[src/rtl/sdram_bank_sequencer_if.sv]
`default_nettype none
// ============================================================================
// Module      : sdram_bank_sequencer_if
// Description : Request/response bus between a client and the SDRAM bank
//               sequencer.
//   req_valid  client -> seq  request present
//   req_ready  seq -> client  sequencer can accept a request
//   req_we     client -> seq  1=write, 0=read
//   req_addr   client -> seq  {bank,row,col}
//   req_wdata  client -> seq  write data
//   rsp_valid  seq -> client  one-cycle completion pulse
//   rsp_we     seq -> client  type of the completed access
//   rsp_rdata  seq -> client  read data (valid with rsp_valid, rsp_we=0)
//   rsp_err    seq -> client  one-cycle tRCD timeout abort pulse
//   Modports: master = client side, slave = sequencer side.
// Revision    : 1.0 - initial release
// ============================================================================
interface sdram_bank_sequencer_if #(
  parameter int BA_W   = 2,
  parameter int ROW_W  = 13,
  parameter int COL_W  = 10,
  parameter int DATA_W = 16
);
  logic                          req_valid;
  logic                          req_ready;
  logic                          req_we;
  logic [BA_W+ROW_W+COL_W-1:0]   req_addr;
  logic [DATA_W-1:0]             req_wdata;
  logic                          rsp_valid;
  logic                          rsp_we;
  logic [DATA_W-1:0]             rsp_rdata;
  logic                          rsp_err;

  modport master (
    output req_valid, req_we, req_addr, req_wdata,
    input  req_ready, rsp_valid, rsp_we, rsp_rdata, rsp_err
  );

  modport slave (
    input  req_valid, req_we, req_addr, req_wdata,
    output req_ready, rsp_valid, rsp_we, rsp_rdata, rsp_err
  );
endinterface
`default_nettype wire

[src/rtl/sdram_bank_sequencer.sv]
`default_nettype none
// ============================================================================
// Module      : sdram_bank_sequencer
// Description : Single-access SDRAM command sequencer. Per request it issues
//               ACTIVE, waits for an external tRCD timer, issues READ/WRITE,
//               waits CAS latency or write recovery, then PRECHARGE and tRP.
//   clk        rising-edge clock
//   reset      asynchronous active-low reset
//   bus        request/response bus (slave modport)
//   rcd_start  tRCD timer start/count enable (held through WAIT_RCD)
//   rcd_done   tRCD timer done interrupt (only honoured in WAIT_RCD)
//   sd_cs_n/sd_ras_n/sd_cas_n/sd_we_n  SDRAM command pins
//   sd_ba, sd_a                        bank and address bus
//   sd_dq_out, sd_dq_oe, sd_dq_in      data bus
//   All outputs are registered.
// Revision    : 1.0 - initial release
// ============================================================================
module sdram_bank_sequencer #(
  parameter int BA_W        = 2,
  parameter int ROW_W       = 13,
  parameter int COL_W       = 10,
  parameter int DATA_W      = 16,
  parameter int CAS_LAT     = 2,
  parameter int TWR_CYCLES  = 2,
  parameter int TRP_CYCLES  = 2,
  parameter int RCD_TIMEOUT = 15
) (
  input  logic                  clk,
  input  logic                  reset,
  sdram_bank_sequencer_if.slave bus,
  output logic                  rcd_start,
  input  logic                  rcd_done,
  output logic                  sd_cs_n,
  output logic                  sd_ras_n,
  output logic                  sd_cas_n,
  output logic                  sd_we_n,
  output logic [BA_W-1:0]       sd_ba,
  output logic [ROW_W-1:0]      sd_a,
  output logic [DATA_W-1:0]     sd_dq_out,
  output logic                  sd_dq_oe,
  input  logic [DATA_W-1:0]     sd_dq_in
);

  // {cs_n, ras_n, cas_n, we_n}
  localparam logic [3:0] c_cmd_desel = 4'b1111;
  localparam logic [3:0] c_cmd_nop   = 4'b0111;
  localparam logic [3:0] c_cmd_act   = 4'b0011;
  localparam logic [3:0] c_cmd_read  = 4'b0101;
  localparam logic [3:0] c_cmd_write = 4'b0100;
  localparam logic [3:0] c_cmd_pre   = 4'b0010;

  localparam logic [7:0] c_rcd_timeout = 8'(RCD_TIMEOUT);
  localparam logic [7:0] c_cas_lat     = 8'(CAS_LAT);
  localparam logic [7:0] c_twr         = 8'(TWR_CYCLES);
  localparam logic [7:0] c_trp         = 8'(TRP_CYCLES);

  // Clears A10 so READ/WRITE never request auto-precharge. When the address
  // bus is 10 bits or narrower the shift falls off the top and the mask is
  // all ones.
  localparam logic [ROW_W-1:0] c_a10_mask = ~(ROW_W'(1) << 10);

  typedef enum logic [2:0] {
    S_IDLE      = 3'd0,
    S_ACTIVATE  = 3'd1,
    S_WAIT_RCD  = 3'd2,
    S_RW        = 3'd3,
    S_CAS_WAIT  = 3'd4,
    S_WR_REC    = 3'd5,
    S_PRECHARGE = 3'd6,
    S_WAIT_RP   = 3'd7
  } state_t;

  state_t              r_state;
  logic [3:0]          r_cmd;
  logic [7:0]          r_cnt;
  logic                r_we;
  logic [BA_W-1:0]     r_bank;
  logic [COL_W-1:0]    r_col;
  logic [DATA_W-1:0]   r_wdata;

  logic [BA_W-1:0]     w_req_bank;
  logic [ROW_W-1:0]    w_req_row;
  logic [COL_W-1:0]    w_req_col;
  logic [ROW_W-1:0]    w_col_addr;

  assign w_req_bank = bus.req_addr[BA_W+ROW_W+COL_W-1 -: BA_W];
  assign w_req_row  = bus.req_addr[ROW_W+COL_W-1 -: ROW_W];
  assign w_req_col  = bus.req_addr[COL_W-1:0];
  assign w_col_addr = ROW_W'(r_col) & c_a10_mask;

  assign {sd_cs_n, sd_ras_n, sd_cas_n, sd_we_n} = r_cmd;

  // The row is driven onto sd_a straight from the request at the accept
  // edge, so only bank, column, direction and data need to be held.
  always_ff @(posedge clk or negedge reset) begin
    if (!reset) begin
      r_state       <= S_IDLE;
      r_cmd         <= c_cmd_desel;
      r_cnt         <= '0;
      r_we          <= 1'b0;
      r_bank        <= '0;
      r_col         <= '0;
      r_wdata       <= '0;
      bus.req_ready <= 1'b1;
      bus.rsp_valid <= 1'b0;
      bus.rsp_we    <= 1'b0;
      bus.rsp_rdata <= '0;
      bus.rsp_err   <= 1'b0;
      rcd_start     <= 1'b0;
      sd_ba         <= '0;
      sd_a          <= '0;
      sd_dq_out     <= '0;
      sd_dq_oe      <= 1'b0;
    end else begin
      // Single-cycle strobes default low every cycle.
      bus.rsp_valid <= 1'b0;
      bus.rsp_err   <= 1'b0;
      sd_dq_oe      <= 1'b0;
      sd_dq_out     <= '0;

      case (r_state)
        S_IDLE: begin
          if (bus.req_valid && bus.req_ready) begin
            r_we          <= bus.req_we;
            r_bank        <= w_req_bank;
            r_col         <= w_req_col;
            r_wdata       <= bus.req_wdata;
            bus.req_ready <= 1'b0;
            r_state       <= S_ACTIVATE;
            r_cmd         <= c_cmd_act;
            sd_ba         <= w_req_bank;
            sd_a          <= w_req_row;
            rcd_start     <= 1'b1;
          end
        end

        // rcd_done is deliberately not looked at here.
        S_ACTIVATE: begin
          r_state <= S_WAIT_RCD;
          r_cmd   <= c_cmd_nop;
          r_cnt   <= 8'd1;
        end

        // r_cnt counts WAIT_RCD cycles spent so far, starting at 1.
        S_WAIT_RCD: begin
          if (rcd_done) begin
            r_state   <= S_RW;
            rcd_start <= 1'b0;
            sd_ba     <= r_bank;
            sd_a      <= w_col_addr;
            if (r_we) begin
              r_cmd     <= c_cmd_write;
              sd_dq_oe  <= 1'b1;
              sd_dq_out <= r_wdata;
            end else begin
              r_cmd <= c_cmd_read;
            end
          end else if (r_cnt == c_rcd_timeout) begin
            r_state     <= S_PRECHARGE;
            r_cmd       <= c_cmd_pre;
            rcd_start   <= 1'b0;
            bus.rsp_err <= 1'b1;
            sd_ba       <= r_bank;
            sd_a        <= '0;
          end else begin
            r_cnt <= r_cnt + 8'd1;
          end
        end

        S_RW: begin
          r_cmd <= c_cmd_nop;
          if (r_we) begin
            r_state <= S_WR_REC;
            r_cnt   <= c_twr;
          end else begin
            r_state <= S_CAS_WAIT;
            r_cnt   <= c_cas_lat;
          end
        end

        // The edge ending the last CAS_WAIT cycle is the one at which read
        // data is on the bus.
        S_CAS_WAIT: begin
          if (r_cnt == 8'd1) begin
            bus.rsp_rdata <= sd_dq_in;
            bus.rsp_valid <= 1'b1;
            bus.rsp_we    <= 1'b0;
            r_state       <= S_PRECHARGE;
            r_cmd         <= c_cmd_pre;
            sd_ba         <= r_bank;
            sd_a          <= '0;
          end else begin
            r_cnt <= r_cnt - 8'd1;
          end
        end

        S_WR_REC: begin
          if (r_cnt == 8'd1) begin
            bus.rsp_valid <= 1'b1;
            bus.rsp_we    <= 1'b1;
            r_state       <= S_PRECHARGE;
            r_cmd         <= c_cmd_pre;
            sd_ba         <= r_bank;
            sd_a          <= '0;
          end else begin
            r_cnt <= r_cnt - 8'd1;
          end
        end

        S_PRECHARGE: begin
          r_state <= S_WAIT_RP;
          r_cmd   <= c_cmd_nop;
          r_cnt   <= c_trp;
        end

        S_WAIT_RP: begin
          if (r_cnt == 8'd1) begin
            r_state       <= S_IDLE;
            r_cmd         <= c_cmd_desel;
            bus.req_ready <= 1'b1;
          end else begin
            r_cnt <= r_cnt - 8'd1;
          end
        end

        default: begin
          r_state       <= S_IDLE;
          r_cmd         <= c_cmd_desel;
          rcd_start     <= 1'b0;
          bus.req_ready <= 1'b1;
        end
      endcase
    end
  end

endmodule
`default_nettype wire

[src/flat_wrapper.sv]
// flat-port wrapper written by rule: the top's interface ports become plain ports
module sdram_bank_sequencer_flat 
#(
  parameter int BA_W        = 2,
  parameter int ROW_W       = 13,
  parameter int COL_W       = 10,
  parameter int DATA_W      = 16,
  parameter int CAS_LAT     = 2,
  parameter int TWR_CYCLES  = 2,
  parameter int TRP_CYCLES  = 2,
  parameter int RCD_TIMEOUT = 15
)
  (clk, reset, rcd_start, rcd_done, sd_cs_n, sd_ras_n, sd_cas_n, sd_we_n, sd_ba, sd_a, sd_dq_out, sd_dq_oe, sd_dq_in, bus_req_valid, bus_req_we, bus_req_addr, bus_req_wdata, bus_req_ready, bus_rsp_valid, bus_rsp_we, bus_rsp_rdata, bus_rsp_err);
  sdram_bank_sequencer_if #(.BA_W(BA_W), .ROW_W(ROW_W), .COL_W(COL_W), .DATA_W(DATA_W)) bus_i ();
  input  logic clk;
  input  logic reset;
  output logic rcd_start;
  input  logic rcd_done;
  output logic sd_cs_n;
  output logic sd_ras_n;
  output logic sd_cas_n;
  output logic sd_we_n;
  output logic [BA_W-1:0] sd_ba;
  output logic [ROW_W-1:0] sd_a;
  output logic [DATA_W-1:0] sd_dq_out;
  output logic sd_dq_oe;
  input  logic [DATA_W-1:0] sd_dq_in;
  input wire logic [$bits(bus_i.req_valid)-1:0] bus_req_valid;
  input wire logic [$bits(bus_i.req_we)-1:0] bus_req_we;
  input wire logic [$bits(bus_i.req_addr)-1:0] bus_req_addr;
  input wire logic [$bits(bus_i.req_wdata)-1:0] bus_req_wdata;
  output wire logic [$bits(bus_i.req_ready)-1:0] bus_req_ready;
  output wire logic [$bits(bus_i.rsp_valid)-1:0] bus_rsp_valid;
  output wire logic [$bits(bus_i.rsp_we)-1:0] bus_rsp_we;
  output wire logic [$bits(bus_i.rsp_rdata)-1:0] bus_rsp_rdata;
  output wire logic [$bits(bus_i.rsp_err)-1:0] bus_rsp_err;
  assign bus_i.req_valid = bus_req_valid;
  assign bus_i.req_we = bus_req_we;
  assign bus_i.req_addr = bus_req_addr;
  assign bus_i.req_wdata = bus_req_wdata;
  assign bus_req_ready = bus_i.req_ready;
  assign bus_rsp_valid = bus_i.rsp_valid;
  assign bus_rsp_we = bus_i.rsp_we;
  assign bus_rsp_rdata = bus_i.rsp_rdata;
  assign bus_rsp_err = bus_i.rsp_err;
  sdram_bank_sequencer #(.BA_W(BA_W), .ROW_W(ROW_W), .COL_W(COL_W), .DATA_W(DATA_W), .CAS_LAT(CAS_LAT), .TWR_CYCLES(TWR_CYCLES), .TRP_CYCLES(TRP_CYCLES), .RCD_TIMEOUT(RCD_TIMEOUT)) u_core (.clk(clk), .reset(reset), .bus(bus_i), .rcd_start(rcd_start), .rcd_done(rcd_done), .sd_cs_n(sd_cs_n), .sd_ras_n(sd_ras_n), .sd_cas_n(sd_cas_n), .sd_we_n(sd_we_n), .sd_ba(sd_ba), .sd_a(sd_a), .sd_dq_out(sd_dq_out), .sd_dq_oe(sd_dq_oe), .sd_dq_in(sd_dq_in));
endmodule
[config.mk]
export PLATFORM = sky130hd
export DESIGN_NAME = sdram_bank_sequencer_flat
export DESIGN_NICKNAME = d
export VERILOG_FILES = /design/src/rtl/sdram_bank_sequencer_if.sv /design/src/rtl/sdram_bank_sequencer.sv /design/src/flat_wrapper.sv
export SDC_FILE = /design/constraint.sdc
export NUM_CORES = 1
export LEC_CHECK = 0
export BUFFER_PORTS_ARGS = -buffer_cell sky130_fd_sc_hd__buf_2
export CAP_MARGIN = 20
export CORE_MARGIN = 2
export CORE_UTILIZATION = 50
export DETAILED_ROUTE_END_ITERATION = 8
export PLACE_DENSITY = 0.77
export SETUP_SLACK_MARGIN = 0.15
export SYNTH_ARGS = -nofsm -noshare
export SYNTH_HDL_FRONTEND = slang
export SYNTH_SLANG_ARGS = --single-unit
[constraint.sdc]
create_clock -name clk -period 5.3 [get_ports clk]
set_input_delay 0.265 -clock clk [delete_from_list [all_inputs] [get_ports clk]]
set_output_delay 0.265 -clock clk [all_outputs]
set_load 0.02 [all_outputs]
==> key figures <==
Outcome
  – Status: completed

Power
  – Pwr/cell area: between 500 and 600 mW/mm2
  – Clock Power Share: 0.201
  – VDD IR-drop max: between 0.2 and 0.3 mV
  – Net Sw Frac: 0.397
  – Sw Pwr: slightly above 0.001 W
  – Register share of total power: 0.428
  – Leakage: 2.60 nW
  – Comb pwr share: 0.370
  – Cell Int Power: between 0.0015 and 0.002 W

Finish
  – Nets: 526
  – Antenna cells: 0
  – Final instance area: between 0.005 and 0.006 mm2
  – Area of the multi-input gates: 0.00161 mm2
  – P&R area growth vs syn: 20.7%
  – FILL cells: 684
  – Layout cells sized above 1: 0.423
  – Reg area: about 0.0024 mm2

CTS
  – Root Driver: clkbuf_8
  – Post-cts gate resize count: 0
  – CTS Buf Count: 9
  – Num Clock Sinks: slightly below 100
  – Postcts setup bufs: 0
  – Later-pin clock latency in the skew report: between 0.3 and 0.4 ns
  – H-tree levels: 3
  – CTS tree: done
  – CTS clk-pin slew, worst paths: roughly 0.11 ns
  – Max clock buf depth: 2

Global route
  – Overall Global Routing Usage: 0.213
  – First-pass GRT wire length: roughly 15 mm
  – Largest net degree at the start of global routing: 52
  – Total gr overflow: 0
  – Vias in the first global route: between 3000 and 4000
  – Antenna violations before repair: 0

STA
  – Total negative slack: 0 ns
  – Final Hold Fails: 0
  – Period Utilization, post-route: 0.466
  – Relative slew margins: 0.365
  – F_max: approximately 0.4 GHz
  – Crit path time final: roughly 2.5 ns
  – RSZ-0062 raised after global routing: no
  – # setup viols final: 0
  – Worst-margin pin slew: 0.952 ns
  – Clock skew: between 0.015 and 0.02 ns
  – Slew Limit Fails: 0

Logic synthesis
  – Synth area leader: dfrtp_1
  – EDFF count, synth: 0
  – Top post-synthesis cells by area: dfrtp_1 55%, mux2_2 12%, dfstp_2 3.1%
  – Post-Synthesis Net Count: between 400 and 500
  – Main synth FF type: dfrtp_1
  – Ys Warns: 0
  – Top cell type's share of synthesized area: 0.549
  – Flops & latches, synth: 97
  – Post-Syn Instances: around 350
  – Synthesized area: between 0.004 and 0.005 mm2
  – Fraction of registers with async set/reset: 1.00
  – Register area share after synthesis: 0.580
  – Synth cell types: 52
  – Post-synth top cells: 92 x dfrtp_1, 46 x mux2_2, 23 x a21oi_1
  – Count leader, synth: dfrtp_1
  – Post-Synthesis Mean Instance Area: about 12 um2

Worst setup path
  – Crit Path Max Fanout: 16
  – CP startpoint kind: flip-flop
  – Worst r2r src: u_core.r_cnt[5]$_DFFE_PN0P_
  – R2R Setup Slk: ~2.8 ns
  – Critical path endpoint category: flip-flop
  – Worst Path Arrival: 2.71 ns
  – RR Endpoint: u_core.bus.rsp_rdata[4]$_DFFE_PN0P_
  – Critical path required time: ~5.5 ns
  – R2R depth: 4
  – Setup Crit Path Kind: flip-flop to flip-flop

Routing
  – First-pass DRT Iterations: 5
  – Vias: 3241
  – Routed len/inst: 16.5 um
  – Vias/cell: ~5.7
  – DRC: 0
  – Wire length after detailed routing: between 9 and 10 mm
  – Post-DRT Antenna Nets: 0
  – DR iter-0 viols: 355

Placement
  – Final RePlAce weighted congestion: 0.979
  – Cell area after placement: between 0.004 and 0.005 mm2
  – Post-DP HPWL: 6.47 mm
  – Port bufs: roughly 120

Worst hold path
  – Hold Path Sink: u_core.r_wdata[9]$_DFFE_PN0P_
  – Hold depth: 2
  – Hold path start: bus_req_wdata[9]
  – HP Class: primary input to flip-flop

Floorplan
  – Core Area: approximately 0.0082 mm2
  – Die X-Extent: 95.6 um
  – Row cnt: 33
  – Die height: about 96 um
  – I/O pin count: approximately 120
  – Die ar.: 0.00913 mm2
  – Initial Util: 0.513

Run
  – Max-cap viol count: 0
-- sequential cells by signal, summed over array words and instances, names as in the netlist --
name / cells
u_core.sd_dq_out: 16
u_core.bus.rsp_we: 1
u_core.r_cmd: 4
u_core.r_cnt: 8
u_core.bus.rsp_err: 1
u_core.r_state: 3
u_core.sd_a: 13
u_core.r_bank: 2
u_core.bus.req_ready: 1
u_core.r_wdata: 16
u_core.rcd_start: 1
u_core.sd_ba: 2
u_core.r_col: 10
u_core.bus.rsp_rdata: 16
u_core.bus.rsp_valid: 1
u_core.sd_dq_oe: 1
u_core.r_we: 1
-- layer usage --
layer  global-route usage  up-vias  share of wire
li1                     -     1492              -
met1                0.286     1573           0.41
met2                0.310      154           0.47
met3               0.0870       22          0.097
met4               0.0821        0          0.026
met5                    0        -              0
-- worst max-delay path: stages (launching register included) --
cell and delay (ns):
dfrtp_1 0.48, nor4_4 0.53, nand3_4 0.17, or4_1 0.77
mux2_2 0.40
-- how the worst max path moves through the flow --
stage	startpoint	end	slack, ns	depth (start not counted)
3_3_place_gp	u_core.r_cnt[6]$_DFFE_PN0P_	u_core.bus.rsp_rdata[2]$_DFFE_PN0P_	2.92	4
5_1_grt	u_core.r_cnt[4]$_DFFE_PN0P_	u_core.bus.rsp_rdata[1]$_DFFE_PN0P_	2.75	4
3_5_place_dp	u_core.r_cnt[6]$_DFFE_PN0P_	u_core.bus.rsp_rdata[13]$_DFFE_PN0P_	2.88	4
6_report	u_core.r_cnt[5]$_DFFE_PN0P_	u_core.bus.rsp_rdata[4]$_DFFE_PN0P_	2.83	4
2_1_floorplan	u_core.r_cnt[1]$_DFFE_PN0P_	u_core.r_cnt[1]$_DFFE_PN0P_	3.16	8
4_1_cts	u_core.r_cnt[6]$_DFFE_PN0P_	u_core.bus.rsp_rdata[4]$_DFFE_PN0P_	2.86	4
-- power by group through the flow --
| stage | Combinational, W | Sequential (W) | Clock, W |
|---|---|---|---|
| after floorplan | 0.000536 | 0.00119 | 0 |
| after CTS | 0.000940 | 0.00108 | 0.000521 |
| after detailed placement | 0.000934 | 0.00110 | 0 |
| after global routing | 0.00103 | 0.00111 | 0.000558 |
| after global placement | 0.000910 | 0.00109 | 0 |
| final | 0.000941 | 0.00109 | 0.000511 |
-- cells by family after synthesis --
kind of cell / after synthesis / share of synthesized area
AO/OA/AOI/OAI: 78 / 0.120
adder cells (fa/ha/maj): 3 / 0.00895
multiplexers: 50 / 0.133
flip-flops: 97 / 0.580
XOR/XNOR: 2 / 0.00418
buffers and inverters: 36 / 0.0397
AND/OR/NAND/NOR: 87 / 0.114
-- per-stage QoR --
stage	utilization	power, W	std cells	worst slack, ns	hold slack, ns
2_1_floorplan	-	0.00173	353	3.16	-0.0306
3_3_place_gp	0.590	0.00200	553	2.92	0.306
3_5_place_dp	0.591	0.00203	554	2.88	0.298
4_1_cts	0.619	0.00255	571	2.86	0.110
5_1_grt	0.619	0.00270	571	2.75	0.102
6_report	0.619	0.00254	571	2.83	0.116
-- repair_timing --
| item | CTS | global route |
|---|---|---|
| hold endpoints to repair | 45 | 0 |
| setup endpoints to repair | 0 | 0 |
| hold buffers | 1 | 0 |
-- cells in the final DEF (no fill, tap or decap), drive strengths merged, types with 8 or more instances in the layout --
| master | n |
|---|---|
| a22oi | 12 |
| nand2 | 16 |
| clkbuf | 10 |
| buf | 122 |
| and3 | 19 |
| mux2 | 47 |
| inv | 12 |
| a21oi | 23 |
| a31oi | 9 |
| nor2 | 23 |
| o21ai | 14 |
| dfrtp | 92 |
| nand3 | 8 |
-- layout make-up --
type | count | area share
inverter | 10 | 0.00742
sequential | 97 | 0.481
clock buffer | 10 | 0.0272
timing repair buffer | 123 | 0.125
multi-input combinational | 220 | 0.317
clock inverter | 6 | 0.0161
tap | 105 | 0.0260
Note: power is estimated with default switching activity, not from simulation.
